## src/rtl/uart_pkg.sv

```systemverilog
// Shared UART definitions: receiver FSM states, oversampling constants and a
// constant-evaluable ceil(log2) helper also used by baudrate_gen.
package uart_pkg;

    localparam int unsigned OVERSAMPLE = 16;
    localparam int unsigned MID_TICK   = 7;

    typedef enum logic [2:0] {
        StIdle,
        StStart,
        StData,
        StParity,
        StStop
    } rx_state_e;

    // ceil(log2(value)); returns 0 for value <= 1.
    function automatic int unsigned clog2(input int unsigned value);
        int unsigned result;
        result = 0;
        for (int unsigned v = value - 1; v > 0; v = v >> 1) begin
            result = result + 1;
        end
        return result;
    endfunction

endpackage

```

## src/rtl/sync_2ff.sv

```systemverilog
// Single-bit two-flop synchroniser for asynchronous inputs. RESET_VAL sets the
// value both flops take while reset is asserted (idle level of the line).
module sync_2ff #(
    parameter logic RESET_VAL = 1'b1
) (
    input  logic clk,
    input  logic rst,
    input  logic d,
    output logic q
);

    logic meta_q;
    logic sync_q;

    // Two back-to-back flops give the first one a full cycle to resolve.
    always_ff @(posedge clk or posedge rst) begin
        if (rst) begin
            meta_q <= RESET_VAL;
            sync_q <= RESET_VAL;
        end else begin
            meta_q <= d;
            sync_q <= meta_q;
        end
    end

    assign q = sync_q;

endmodule

```

## src/rtl/uart_rx.sv

```systemverilog
// UART receiver: start + DBIT data bits (LSB first) [+ parity] + stop, using a
// 16x oversampling tick. Define UART_RX_PARITY_EN to add a parity bit between
// the data bits and the stop bit; without it o_parity_err is tied to 0.
module uart_rx
    import uart_pkg::*;
#(
    parameter int unsigned DBIT       = 8,
    parameter int unsigned SB_TICK    = 16,
    parameter int unsigned PARITY_ODD = 0
) (
    input  logic            i_clk,
    input  logic            i_reset,
    input  logic            i_tick,
    input  logic            i_rx,
    output logic [DBIT-1:0] o_data,
    output logic            o_rx_done,
    output logic            o_frame_err,
    output logic            o_parity_err
);

    // Tick counter must reach SB_TICK-1, which exceeds 15 for 1.5/2 stop bits.
    localparam int unsigned SW = (clog2(SB_TICK) > 4) ? clog2(SB_TICK) : 4;
    localparam int unsigned NW = (clog2(DBIT) > 1) ? clog2(DBIT) : 1;

    localparam logic [SW-1:0] S_MID  = SW'(MID_TICK);
    localparam logic [SW-1:0] S_LAST = SW'(OVERSAMPLE - 1);
    localparam logic [SW-1:0] S_STOP = SW'(SB_TICK - 1);
    localparam logic [NW-1:0] N_LAST = NW'(DBIT - 1);

    if (DBIT < 5 || DBIT > 9) begin : g_bad_dbit
        $error("uart_rx: DBIT must be 5..9");
    end
    if (PARITY_ODD > 1) begin : g_bad_parity
        $error("uart_rx: PARITY_ODD must be 0 or 1");
    end
    if (SB_TICK < 1) begin : g_bad_sb_tick
        $error("uart_rx: SB_TICK must be at least 1");
    end

    logic            rx_s;
    rx_state_e       state_q, state_d;
    logic [SW-1:0]   s_cnt_q, s_cnt_d;
    logic [NW-1:0]   n_cnt_q, n_cnt_d;
    logic [DBIT-1:0] b_reg_q, b_reg_d;
    logic [DBIT-1:0] data_q, data_d;
    logic            done_q, done_d;
    logic            frame_err_q, frame_err_d;
`ifdef UART_RX_PARITY_EN
    logic            parity_bit_q, parity_bit_d;
    logic            parity_err_q, parity_err_d;
`endif

    sync_2ff #(
        .RESET_VAL (1'b1)
    ) u_sync_rx (
        .clk (i_clk),
        .rst (i_reset),
        .d   (i_rx),
        .q   (rx_s)
    );

    // State, counters, shift register and registered outputs.
    always_ff @(posedge i_clk or posedge i_reset) begin
        if (i_reset) begin
            state_q      <= StIdle;
            s_cnt_q      <= '0;
            n_cnt_q      <= '0;
            b_reg_q      <= '0;
            data_q       <= '0;
            done_q       <= 1'b0;
            frame_err_q  <= 1'b0;
`ifdef UART_RX_PARITY_EN
            parity_bit_q <= 1'b0;
            parity_err_q <= 1'b0;
`endif
        end else begin
            state_q      <= state_d;
            s_cnt_q      <= s_cnt_d;
            n_cnt_q      <= n_cnt_d;
            b_reg_q      <= b_reg_d;
            data_q       <= data_d;
            done_q       <= done_d;
            frame_err_q  <= frame_err_d;
`ifdef UART_RX_PARITY_EN
            parity_bit_q <= parity_bit_d;
            parity_err_q <= parity_err_d;
`endif
        end
    end

    // Next-state logic; s_cnt is cleared on every state transition.
    always_comb begin
        state_d      = state_q;
        s_cnt_d      = s_cnt_q;
        n_cnt_d      = n_cnt_q;
        b_reg_d      = b_reg_q;
        data_d       = data_q;
        done_d       = 1'b0;
        frame_err_d  = frame_err_q;
`ifdef UART_RX_PARITY_EN
        parity_bit_d = parity_bit_q;
        parity_err_d = parity_err_q;
`endif
        unique case (state_q)
            StIdle: begin
                if (!rx_s) begin
                    state_d = StStart;
                    s_cnt_d = '0;
                end
            end
            StStart: begin
                if (i_tick) begin
                    if (s_cnt_q == S_MID) begin
                        // Line must still be low at the start-bit centre.
                        state_d = rx_s ? StIdle : StData;
                        s_cnt_d = '0;
                        n_cnt_d = '0;
                    end else begin
                        s_cnt_d = s_cnt_q + 1'b1;
                    end
                end
            end
            StData: begin
                if (i_tick) begin
                    if (s_cnt_q == S_LAST) begin
                        s_cnt_d = '0;
                        b_reg_d = {rx_s, b_reg_q[DBIT-1:1]};
                        if (n_cnt_q == N_LAST) begin
`ifdef UART_RX_PARITY_EN
                            state_d = StParity;
`else
                            state_d = StStop;
`endif
                        end else begin
                            n_cnt_d = n_cnt_q + 1'b1;
                        end
                    end else begin
                        s_cnt_d = s_cnt_q + 1'b1;
                    end
                end
            end
            StParity: begin
`ifdef UART_RX_PARITY_EN
                if (i_tick) begin
                    if (s_cnt_q == S_LAST) begin
                        parity_bit_d = rx_s;
                        state_d      = StStop;
                        s_cnt_d      = '0;
                    end else begin
                        s_cnt_d = s_cnt_q + 1'b1;
                    end
                end
`else
                state_d = StIdle;
                s_cnt_d = '0;
`endif
            end
            StStop: begin
                if (i_tick) begin
                    if (s_cnt_q == S_STOP) begin
                        state_d      = StIdle;
                        s_cnt_d      = '0;
                        data_d       = b_reg_q;
                        frame_err_d  = ~rx_s;
                        done_d       = 1'b1;
`ifdef UART_RX_PARITY_EN
                        parity_err_d = ((^b_reg_q) ^ parity_bit_q) != PARITY_ODD[0];
`endif
                    end else begin
                        s_cnt_d = s_cnt_q + 1'b1;
                    end
                end
            end
            default: begin
                state_d = StIdle;
                s_cnt_d = '0;
            end
        endcase
    end

    assign o_data      = data_q;
    assign o_rx_done   = done_q;
    assign o_frame_err = frame_err_q;
`ifdef UART_RX_PARITY_EN
    assign o_parity_err = parity_err_q;
`else
    assign o_parity_err = 1'b0;
`endif

endmodule
```

## config.mk

```make
export PLATFORM = sky130hd
export DESIGN_NAME = uart_rx
export DESIGN_NICKNAME = d
export VERILOG_FILES = /design/src/rtl/uart_pkg.sv /design/src/rtl/sync_2ff.sv /design/src/rtl/uart_rx.sv
export SDC_FILE = /design/constraint.sdc
export NUM_CORES = 1
export LEC_CHECK = 0
export ABC_AREA = 1
export CORE_MARGIN = 1.5
export CORE_UTILIZATION = 55
export DETAILED_ROUTE_END_ITERATION = 6
export PLACE_DENSITY = 0.82
export SKIP_CTS_REPAIR_TIMING = 1
export SLEW_MARGIN = 20
export SYNTH_ARGS = -nofsm -noshare
export SYNTH_HDL_FRONTEND = slang
export SYNTH_SLANG_ARGS = --single-unit
```

## constraint.sdc

```tcl
create_clock -name i_clk -period 3.42 [get_ports i_clk]
set_input_delay 0.684 -clock i_clk [delete_from_list [all_inputs] [get_ports i_clk]]
set_output_delay 0.684 -clock i_clk [all_outputs]
set_load 0.02 [all_outputs]
```

# Word-level counts from Yosys, hierarchy flattened
# Cells that the tools add are included.
# classes
n_eq_ne,16
n_reduce_logical,8
mux,25
bitwise,1
add_sub_neg,2
# ops
cell,n
$mux W3,13
$mux W4,5
$ne A2 B2 Y1 const B,9
$pmux W3 S4,1
$pmux W4 S3,1
$reduce_and A3 Y1,3
$reduce_and A8 Y1,1
$eq A3 B3 Y1 const B,2
$pmux W3 S2,1
$reduce_and A6 Y1,1
$add A4 B1 Y4 const B,1
$eq A4 B3 Y1 const B,1
$eq A4 B4 Y1 const B,1
$add A3 B1 Y3 const B,1
$eq A3 B1 Y1 const B,1
$eq A3 B2 Y1 const B,1
$logic_not A3 Y1,1
$mux W1,3
$mux W2,1
$ne A2 B1 Y1 const B,1
$reduce_bool A2 Y1,1
$reduce_or A2 Y1,1
$not A1 Y1,1
# totals
ff_bits,30
word_cells,61

# Longest topological paths before layout
# Gate-level depths: netlist of the first run.
# depth
depth_word,5
depth_mapped,9

# Hierarchy
# Synthesis of the first run repeated with hierarchy kept, for this count alone.
# unflattened
cells_unflattened,173
area_unflattened_um2,1570.3
# by_module_without_submodules
module,seq_area_each_um2,cells_per_inst,n_inst,area_each_um2
uart_rx,700.7,170,1,1514.0
sync_2ff,52.6,3,1,56.3

# Worst setup path after synthesis of the first run
# OpenSTA, ideal clock, no wires.
# synth_path
path_type,register to register
startpoint,register n_cnt_q[0]
endpoint,register n_cnt_q[0]
stages_incl_launch_ff,9
slack_ps,2070
arrival_ps,1233
period_less_slack_ps,1350
path_buffers,0
path_cell_list,dfrtp_1 -> ha_1 -> ha_1 -> inv_1 -> nand4_1 -> nand2_1 -> nand3_1 -> nand2_1 -> nand2_1
# synth_between
elab_chain_cells,5
word_cells_on_any_way,8
classes_between,add/sub (1); eq/ne (2); mux (4); reduce/logical (1)
# synth_rtl
element,line_no,text
"start, declared",uart_rx.sv:43,"logic [NW-1:0] n_cnt_q, n_cnt_d;"
"start signal, assigned",uart_rx.sv:79,n_cnt_q <= n_cnt_d;
$add A3 B1 Y3,uart_rx.sv:135,n_cnt_d = n_cnt_q + 1'b1;
$mux W3,uart_rx.sv:128,if (n_cnt_q == N_LAST) begin
$mux W3,uart_rx.sv:125,if (s_cnt_q == S_LAST) begin
$mux W3,uart_rx.sv:124,if (i_tick) begin
$pmux W3 S2,uart_rx.sv:104,unique case (state_q)
# Parallel ways exist; a longest one is shown, timed or not. The select of a mux whose other input is x is not followed.
# A chain may end at the register's enable or synchronous reset.

# Final worst setup path of the first run
# layout_path
startpoint,register data_q[6] (netlist: o_data[6])
endpoint,output o_data[6]
# layout_rtl
element,line_no,text
"start, declared",uart_rx.sv:45,"logic [DBIT-1:0] data_q, data_d;"
"start signal, assigned",uart_rx.sv:81,data_q <= data_d;
"end, declared",uart_rx.sv:15,"output logic [DBIT-1:0] o_data,"
# No word-level cell between the ends.

==> qor.yml, run 1 <==
setup_path:
  cp_slowest_cell: "clkdlybuf4s50_1"
  end_kind: "output pin"
  path_cells: "clkdlybuf4s50_1"
  rr_worst_depth: 8
  cp_data_required_time_ns: 2.74
  reg2reg_from: "n_cnt_q[0]"
  critPathBufInv: 1
  worstSetupStartpoint: "o_data[6]"
  r2r_slack_ns: 1.84
  cp_top_family: "buffers and inverters"
  r2r-end: "n_cnt_q[0]"
  cpPeakStageDelay_ns: 0.61
  crit_arrival_ns: 1.30
  cp-start-kind: "register"
  crit_type: "register to output pin"
  cp_max_fo: 2
logic_synthesis:
  synthCells: 171
  synth_fp_nets: 178
  synth-seq-area-share_pct: 51.32
  ys_ff_latch: 30
  synth_area_um2: 1468
  avgSynthCellArea_um2: 8.583
  yosys.cell_types.count: 24
  yosysWarnings: 0
layout:
  layout_common_cells: "47 x nand2_1, 28 x dfrtp_1, 18 x o21ai_1"
  fin_area_um2: 1685
  fin_util_pct: 67.42
  syn_to_final_growth_pct: 14.83
  nNetsFinal: 195
  instances_no_fill: 219
  drive_above_1_share_pct: 17.46
  layout_commonest_cell: "nand2_1"
  diodes: 0
min_path:
  holdCritStartpoint: "u_sync_rx.meta_q"
  min_delay_worst_endpoint: "u_sync_rx.q"
  hp-class: "register to register"
  holdPathStages: 0
timing:
  fin_crit_sh_pct: 58.14
  rsz0062_at_grt: "false"
  fin_setup_tns_ns: 0
  holdWs_ns: 0.3615
  fin_crit_ns: 1.988
  drv_slew: 0
  finClkSkew_ns: 0.01242
  final_hold_viol_count: 0
  setup_viol: 0
  fmax_mhz: 502.9
detailed_routing:
  drt_pre_antenna_iters: 4
  wirelength_um: 2482
  antenna_left: 0
  first_iter_violations: 23
  num_vias: 1114
  wl_per_cell_um: 11.33
  drc: 0
  vias_per_cell: 5.087
clocking:
  clkSinkCount: 30
  clockBufferDepth: 2
  path_clk_slew_ns: 0.10
  cts_made_buffers: 5
  cts_tree: "yes"
  root_buffer: "clkbuf_4"
  cts.htree.levels: 2
  clk_latency_ns: 0.33
place:
  portBuffers: 13
  placed_area_um2: 1608
  hpwl_um: 1925
  dp.cells: 211
  place_congestion: 0.9300
pwr:
  power_density_nw_per_um2: 628.0
  leakage_nw: 0.8116
  peakVddDrop_mv: 0.5788
grt:
  grt_max_degree: 27
  grt_pass1_vias: 1011
  grt_pass1_wl_um: 4195
  overflow: 0
  grt_use_total_pct: 20.45
  antenna_found_initial: 0
floorplanning:
  design.die.area_um2: 2987
  row_count: 18
  die_w_um: 54.66
  chipHeight_um: 54.66
  start_util_pct: 58.71
  num_io_pins: 15
  core_area_um2: 2500
status:
  run_status: "complete, no violations"
job:
  maxCapViolations: 0
==> logic make-up (layout without fill, tap and decap cells) <==
kind of cell	Yosys count	after routing	synth area share (%)
and+or+nand+nor	86	86	28.05
DFF	30	30	51.32
buffers and inverters	26	44	8.013
AOI/OAI and AO/OA	24	24	9.208
adders and majority gates	3	3	2.558
other	1	1	0.2555
xor gates and xnor gates	1	1	0.5969
==> metrics by stage <==
step | power, mW | worst slack, ns
6_report | 1.058 | 1.432
5_1_grt | 1.139 | 1.372
4_1_cts | 1.065 | 1.415
3_5_place_dp | 0.7930 | 1.459
3_3_place_gp | 0.7776 | 1.536
2_1_floorplan | 0.7245 | 2.070
==> how the worst max path moves through the flow <==
stage | cells after the start | to | slack, ns
global placement | 6 | n_cnt_q[1] | 1.54
finish | 1 | o_data[6] | 1.43
CTS | 1 | o_data[6] | 1.42
global route | 1 | o_frame_err | 1.37
floorplan | 8 | n_cnt_q[0] | 2.07
detailed placement | 6 | n_cnt_q[0] | 1.46
==> synthesized netlist by cell type (all sizes together) <==
cell type  count  area share, %
nand2         52             14
dfrtp         28             48
inv           22            5.6
o21ai         22            8.0
nor2          15            4.3
nand3         14            7.2
buf            4            2.4
nand4          4            1.7
ha             3            2.6
a21oi          2            1.2
dfstp          2            3.6
conb           1           0.26
nor3           1           0.34
xor2           1           0.60
==> where the power goes <==
part           leakage, nW  total, mW  switching (mW)  internal, mW
combinational        0.365      0.354           0.239         0.115
clock               0.0450      0.271           0.120         0.151
sequential           0.402      0.434          0.0465         0.387
total                0.812       1.06           0.405         0.653
==> registers in the layout, summed over array words and instances (netlist names) <==
register	count
o_rx_done	1
o_frame_err	1
n_cnt_q	3
s_cnt_q	4
state_q	3
u_sync_rx.q	1
o_data	8
u_sync_rx.meta_q	1
b_reg_q	8
==> layer usage <==
layer / global-route usage (%) / up-vias / share of wire, %
li1: - / 578 / -
met1: 26.82 / 508 / 47
met2: 30.75 / 22 / 48
met3: 7.377 / 6 / 3.7
met4: 7.917 / 0 / 1.6
met5: 0 / - / 0
==> area by class of cell <==
class,instances,area [um^2]
clock buffer,5,37.54
clock inverter,3,40.04
fill,201,814.5
inverter,22,82.58
multi-input combinational,115,596.8
sequential,30,753.2
tap,30,37.54
timing repair buffer,14,137.6
Power figures use the tool's default switching activity.
==> run 2, diff against run 1 <==
--- a/config.mk
+++ b/config.mk
@@ -7,9 +7,9 @@
 export LEC_CHECK = 0
 export ABC_AREA = 1
 export CORE_MARGIN = 1.5
-export CORE_UTILIZATION = 55
+export CORE_UTILIZATION = 50
 export DETAILED_ROUTE_END_ITERATION = 6
-export PLACE_DENSITY = 0.82
+export PLACE_DENSITY = 0.78
 export SKIP_CTS_REPAIR_TIMING = 1
 export SLEW_MARGIN = 20
 export SYNTH_ARGS = -nofsm -noshare
==> constraint.sdc (replaced) <==
create_clock -name i_clk -period 1.8 [get_ports i_clk]
set_input_delay 0.36 -clock i_clk [delete_from_list [all_inputs] [get_ports i_clk]]
set_output_delay 0.36 -clock i_clk [all_outputs]
set_load 0.02 [all_outputs]
==> qor.yml, run 2 (synthesis results as in run 1) <==
clocking:
  cts.htree.levels: 2  # unchanged
  clockBufferDepth: 2  # unchanged
  clkSinkCount: 30  # unchanged
  cts_made_buffers: 5  # unchanged
  path_clk_slew_ns: 0.09  # about the same
  clk_latency_ns: 0.32  # about the same
  cts_tree: "yes"
  root_buffer: "clkbuf_4"
setup_path:
  path_cells: "clkdlybuf4s50_1"
  cp_data_required_time_ns: 1.44  # -1.30 ns
  critPathBufInv: 1  # unchanged
  crit_type: "register to output pin"
  crit_arrival_ns: 1.29  # about the same
  cp_slowest_cell: "clkdlybuf4s50_1"
  reg2reg_from: "n_cnt_q[0]"
  end_kind: "output pin"
  worstSetupStartpoint: "o_data[6]"
  cp_top_family: "buffers and inverters"
  cp-start-kind: "register"
  cpPeakStageDelay_ns: 0.61  # about the same
  cp_max_fo: 2  # unchanged
grt:
  overflow: 0  # unchanged
  grt_use_total_pct: 19.33  # -1.1 points
  grt_pass1_wl_um: 4899  # +17%
  antenna_found_initial: 0  # unchanged
  grt_pass1_vias: 1168  # +16%
  grt_max_degree: 31  # +15%
job:
  maxCapViolations: 0  # unchanged
place:
  place_congestion: 0.9409  # +1.2%
  dp.cells: 212  # +0.47%
  hpwl_um: 2059  # +6.9%
  portBuffers: 13  # unchanged
detailed_routing:
  wl_per_cell_um: 12.20  # +7.6%
  vias_per_cell: 5.068  # -0.37%
  first_iter_violations: 35  # +52%
  wirelength_um: 2684  # +8.1%
  num_vias: 1115  # +0.090%
  antenna_left: 0  # unchanged
  drt_pre_antenna_iters: 4  # unchanged
  drc: 0  # unchanged
timing:
  drv_slew: 0  # unchanged
  final_hold_viol_count: 0  # unchanged
  fmax_mhz: 606.9
  fin_setup_tns_ns: 0  # unchanged
  fin_crit_sh_pct: 91.54
  rsz0062_at_grt: "false"
  setup_viol: 0  # unchanged
  finClkSkew_ns: 0.009689  # -0.002731 ns
  fin_crit_ns: 1.648
floorplanning:
  chipHeight_um: 57.18  # +4.6%
  core_area_um2: 2781  # +11%
  design.die.area_um2: 3270  # +9.5%
  die_w_um: 57.18  # +4.6%
  start_util_pct: 52.77  # -5.9 points
  row_count: 19  # +1
  num_io_pins: 15  # unchanged
pwr:
  leakage_nw: 0.8009  # -1.3%
  peakVddDrop_mv: 0.7410  # +28%
  power_density_nw_per_um2: 1152  # +84%
layout:
  instances_no_fill: 220  # +0.46%
  layout_common_cells: "47 x nand2_1, 28 x dfrtp_1, 18 x o21ai_1"
  layout_commonest_cell: "nand2_1"
  nNetsFinal: 195  # unchanged
  fillers: 248  # +23%
  syn_to_final_growth_pct: 13.98
  diodes: 0  # unchanged
  drive_above_1_share_pct: 17.46  # unchanged
min_path:
  holdCritStartpoint: "u_sync_rx.meta_q"
  hp-class: "register to register"
status:
  run_status: "complete, no violations"
## run 2: cell types whose count changed in the layout (fill, tap and decap cells not counted), sizes merged
cell and delta:
clkinvlp +1, clkinv -1, clkbuf +1, bufinv -1
## run 2: path summary, 6_finish.rpt
check / slack (ns) / end / cells past startpoint
worst min-delay path: 0.37 / u_sync_rx.q / 0
worst min register to register: 0.37 / u_sync_rx.q / 0
worst max register to register: 0.26 / n_cnt_q[1] / 8
max in group asynchronous: 1.09 / u_sync_rx.q / 3
min in group asynchronous: 0.40 / state_q[2] / 3
worst max-delay path: 0.15 / o_data[6] / 1
## run 2: metal layers
layer	vias to the layer above	part of all wire [%]	GRT usage, %	wire length, um
met5	-	0	0	0
met4	0	1.1	9.967	29
met3	4	2.6	4.762	71
li1	578	-	-	-
met2	19	52	30.54	1405
met1	514	44	24.77	1177
## run 2: area by class of cell
cell class | count | area (um^2) | share of cell area (%)
clock buffers | 6 | 51.30 | 3.067
well taps | 31 | 38.79 | 2.319
repair buffers | 14 | 137.6 | 8.227
clock inverters | 2 | 12.51 | 0.7479
flip-flops and latches | 30 | 753.2 | 45.03
multi-input cells | 115 | 596.8 | 35.68
inverters | 22 | 82.58 | 4.936
## run 2: per-stage QoR
| stage | hold WS (ns) | utilization [%] | instance area (um^2) | power [mW] | worst slack (ns) |
|---|---|---|---|---|---|
| 2_1_floorplan | 0.3452 | - | 1468 | 1.377 | 0.4504 |
| 3_3_place_gp | 0.3465 | 57.85 | 1609 | 1.479 | 0.2240 |
| 3_5_place_dp | 0.3549 | 57.85 | 1609 | 1.516 | 0.1293 |
| 4_1_cts | 0.3684 | 60.14 | 1673 | 1.939 | 0.1300 |
| 5_1_grt | 0.3720 | 60.14 | 1673 | 2.073 | 0.08690 |
| 6_report | 0.3653 | 60.14 | 1673 | 1.928 | 0.1523 |
## run 2: where the power goes
group	switching, mW	internal, mW
Clock	0.243	0.188
Combinational	0.456	0.217
Sequential	0.0887	0.736
==> run 3, diff against run 2 <==
--- a/config.mk
+++ b/config.mk
@@ -6,7 +6,7 @@
 export NUM_CORES = 1
 export LEC_CHECK = 0
 export ABC_AREA = 1
-export CORE_MARGIN = 1.5
+export CORE_MARGIN = 2
 export CORE_UTILIZATION = 50
 export DETAILED_ROUTE_END_ITERATION = 6
 export PLACE_DENSITY = 0.78
==> qor.yml, run 3 (synthesis results as in run 1) <==
timing:
  drv_slew: 0  # unchanged
  fin_crit_sh_pct: 91.76  # +0.22 points
  fin_setup_tns_ns: 0  # unchanged
  setup_viol: 0  # unchanged
  fmax_mhz: 605.4  # -0.24%
  rsz0062_at_grt: "false"
  holdWs_ns: 0.3621  # -0.003248 ns
  finClkSkew_ns: 0.01323  # +0.003542 ns
  final_hold_viol_count: 0  # unchanged
  fin_crit_ns: 1.652  # +0.003983 ns
status:
  run_status: "complete, no violations"
grt:
  grt_pass1_vias: 1112  # -4.8%
  grt_pass1_wl_um: 4809  # -1.8%
  grt_use_met1_pct: 24.31  # -0.47 points
  grt-busiest-layer: "met2"
  grt_max_degree: 31  # unchanged
  antenna_found_initial: 0  # unchanged
  grt_util_met3_pct: 5.580  # +0.82 points
  grt_use_total_pct: 19.05  # -0.27 points
  overflow: 0  # unchanged
  grt_use_met2_pct: 29.06  # -1.5 points
setup_path:
  cp_max_fo: 2  # unchanged
  critical_path_depth: 1  # unchanged
  reg2reg_from: "n_cnt_q[0]"
  path_cells: "clkdlybuf4s50_1"
  r2r_slack_ns: 0.25  # about the same
  critPathBufInv: 1  # unchanged
  cp_slowest_cell: "clkdlybuf4s50_1"
  r2r-end: "n_cnt_q[2]"
  cpPeakStageDelay_ns: 0.60  # about the same
  crit_arrival_ns: 1.29  # about the same
  crit_type: "register to output pin"
  cp-start-kind: "register"
  cp_data_required_time_ns: 1.44  # about the same
  endpoint: "o_data[1]"
  cp_top_family: "buffers and inverters"
  rr_worst_depth: 8  # unchanged
  end_kind: "output pin"
  worstSetupStartpoint: "o_data[1]"
clocking:
  cts.htree.levels: 2  # unchanged
  clkSinkCount: 30  # unchanged
  cts_made_buffers: 5  # unchanged
  clk_latency_ns: 0.33  # about the same
  root_buffer: "clkbuf_4"
  cts_tree: "yes"
  path_clk_slew_ns: 0.10  # about the same
  clockBufferDepth: 2  # unchanged
floorplanning:
  core_area_um2: 2781  # unchanged
  chipHeight_um: 58.18  # +1.7%
  num_io_pins: 15  # unchanged
  start_util_pct: 52.77  # unchanged
  die_w_um: 58.18  # +1.7%
  design.die.area_um2: 3385  # +3.5%
  row_count: 19  # unchanged
detailed_routing:
  antenna_left: 0  # unchanged
  wl_per_cell_um: 12.19  # -0.11%
  first_iter_violations: 58  # +66%
  vias_per_cell: 5.191  # +2.4%
  drc: 0  # unchanged
  wirelength_um: 2681  # -0.11%
  drt_pre_antenna_iters: 4  # unchanged
  num_vias: 1142  # +2.4%
layout:
  syn_to_final_growth_pct: 13.98  # unchanged
  diodes: 0  # unchanged
  layout_common_cells: "47 x nand2_1, 28 x dfrtp_1, 18 x o21ai_1"
  drive_above_1_share_pct: 17.46  # unchanged
  layout_commonest_cell: "nand2_1"
  nNetsFinal: 195  # unchanged
min_path:
  hp-class: "register to register"
pwr:
  leakage_nw: 0.8009  # unchanged
  peakVddDrop_mv: 0.8826  # +19%
  power_density_nw_per_um2: 1152  # about the same
place:
  portBuffers: 13  # unchanged
  hpwl_um: 1984  # -3.6%
  place_congestion: 0.9251  # -1.7%
job:
  maxCapViolations: 0  # unchanged
-- run 3: cell counts in the layout (fill, tap and decap cells not counted) --
Identical to the previous run, type by type.
-- run 3: cell type report --
type,count,area [um^2]
clock buffer,6,51.30
clock inverter,2,12.51
tap,31,38.79
fill,253,1109
sequential,30,753.2
multi-input combinational,115,596.8
timing repair buffer,14,137.6
inverter,22,82.58
-- run 3: worst min path at each step --
stage,startpoint,to,depth (start not counted)
after floorplan,u_sync_rx.meta_q,u_sync_rx.q,0
after global placement,u_sync_rx.meta_q,u_sync_rx.q,0
after detailed placement,u_sync_rx.meta_q,u_sync_rx.q,0
after CTS,u_sync_rx.meta_q,u_sync_rx.q,0
after global routing,u_sync_rx.meta_q,u_sync_rx.q,0
final,u_sync_rx.meta_q,u_sync_rx.q,0
-- run 3: worst register-to-register path: stages, from the launching register on --
cell	delay (ns)
dfrtp_1	0.42
ha_1	0.21
ha_1	0.21
inv_1	0.06
nand4_1	0.12
nand2_1	0.15
nand3_1	0.13
nand2_1	0.09
nand2_1	0.05
-- run 3: routing by layer --
metal	wire, um	vias up
met5	0	-
met4	70	0
met3	109	7
met2	1317	29
met1	1183	530
li1	-	576
-- run 3: power by group --
group	leakage (nW)	total [mW]	internal, mW	switching [mW]
combinational	0.365	0.664	0.217	0.447
sequential	0.402	0.832	0.735	0.0961
clock	0.0343	0.431	0.188	0.244
-- run 3: stage by stage --
| stage | total power, mW | util, % | std cells | area, um^2 | setup slack, ns |
|---|---|---|---|---|---|
| 4_1_cts | 1.931 | 60.14 | 220 | 1673 | 0.1344 |
| 3_5_place_dp | 1.505 | 57.85 | 212 | 1609 | 0.1757 |
| 5_1_grt | 2.084 | 60.14 | 220 | 1673 | 0.07964 |
| 6_report | 1.927 | 60.14 | 220 | 1673 | 0.1483 |
| 3_3_place_gp | 1.472 | 57.85 | 212 | 1609 | 0.2371 |
| 2_1_floorplan | 1.377 | - | 171 | 1468 | 0.4504 |
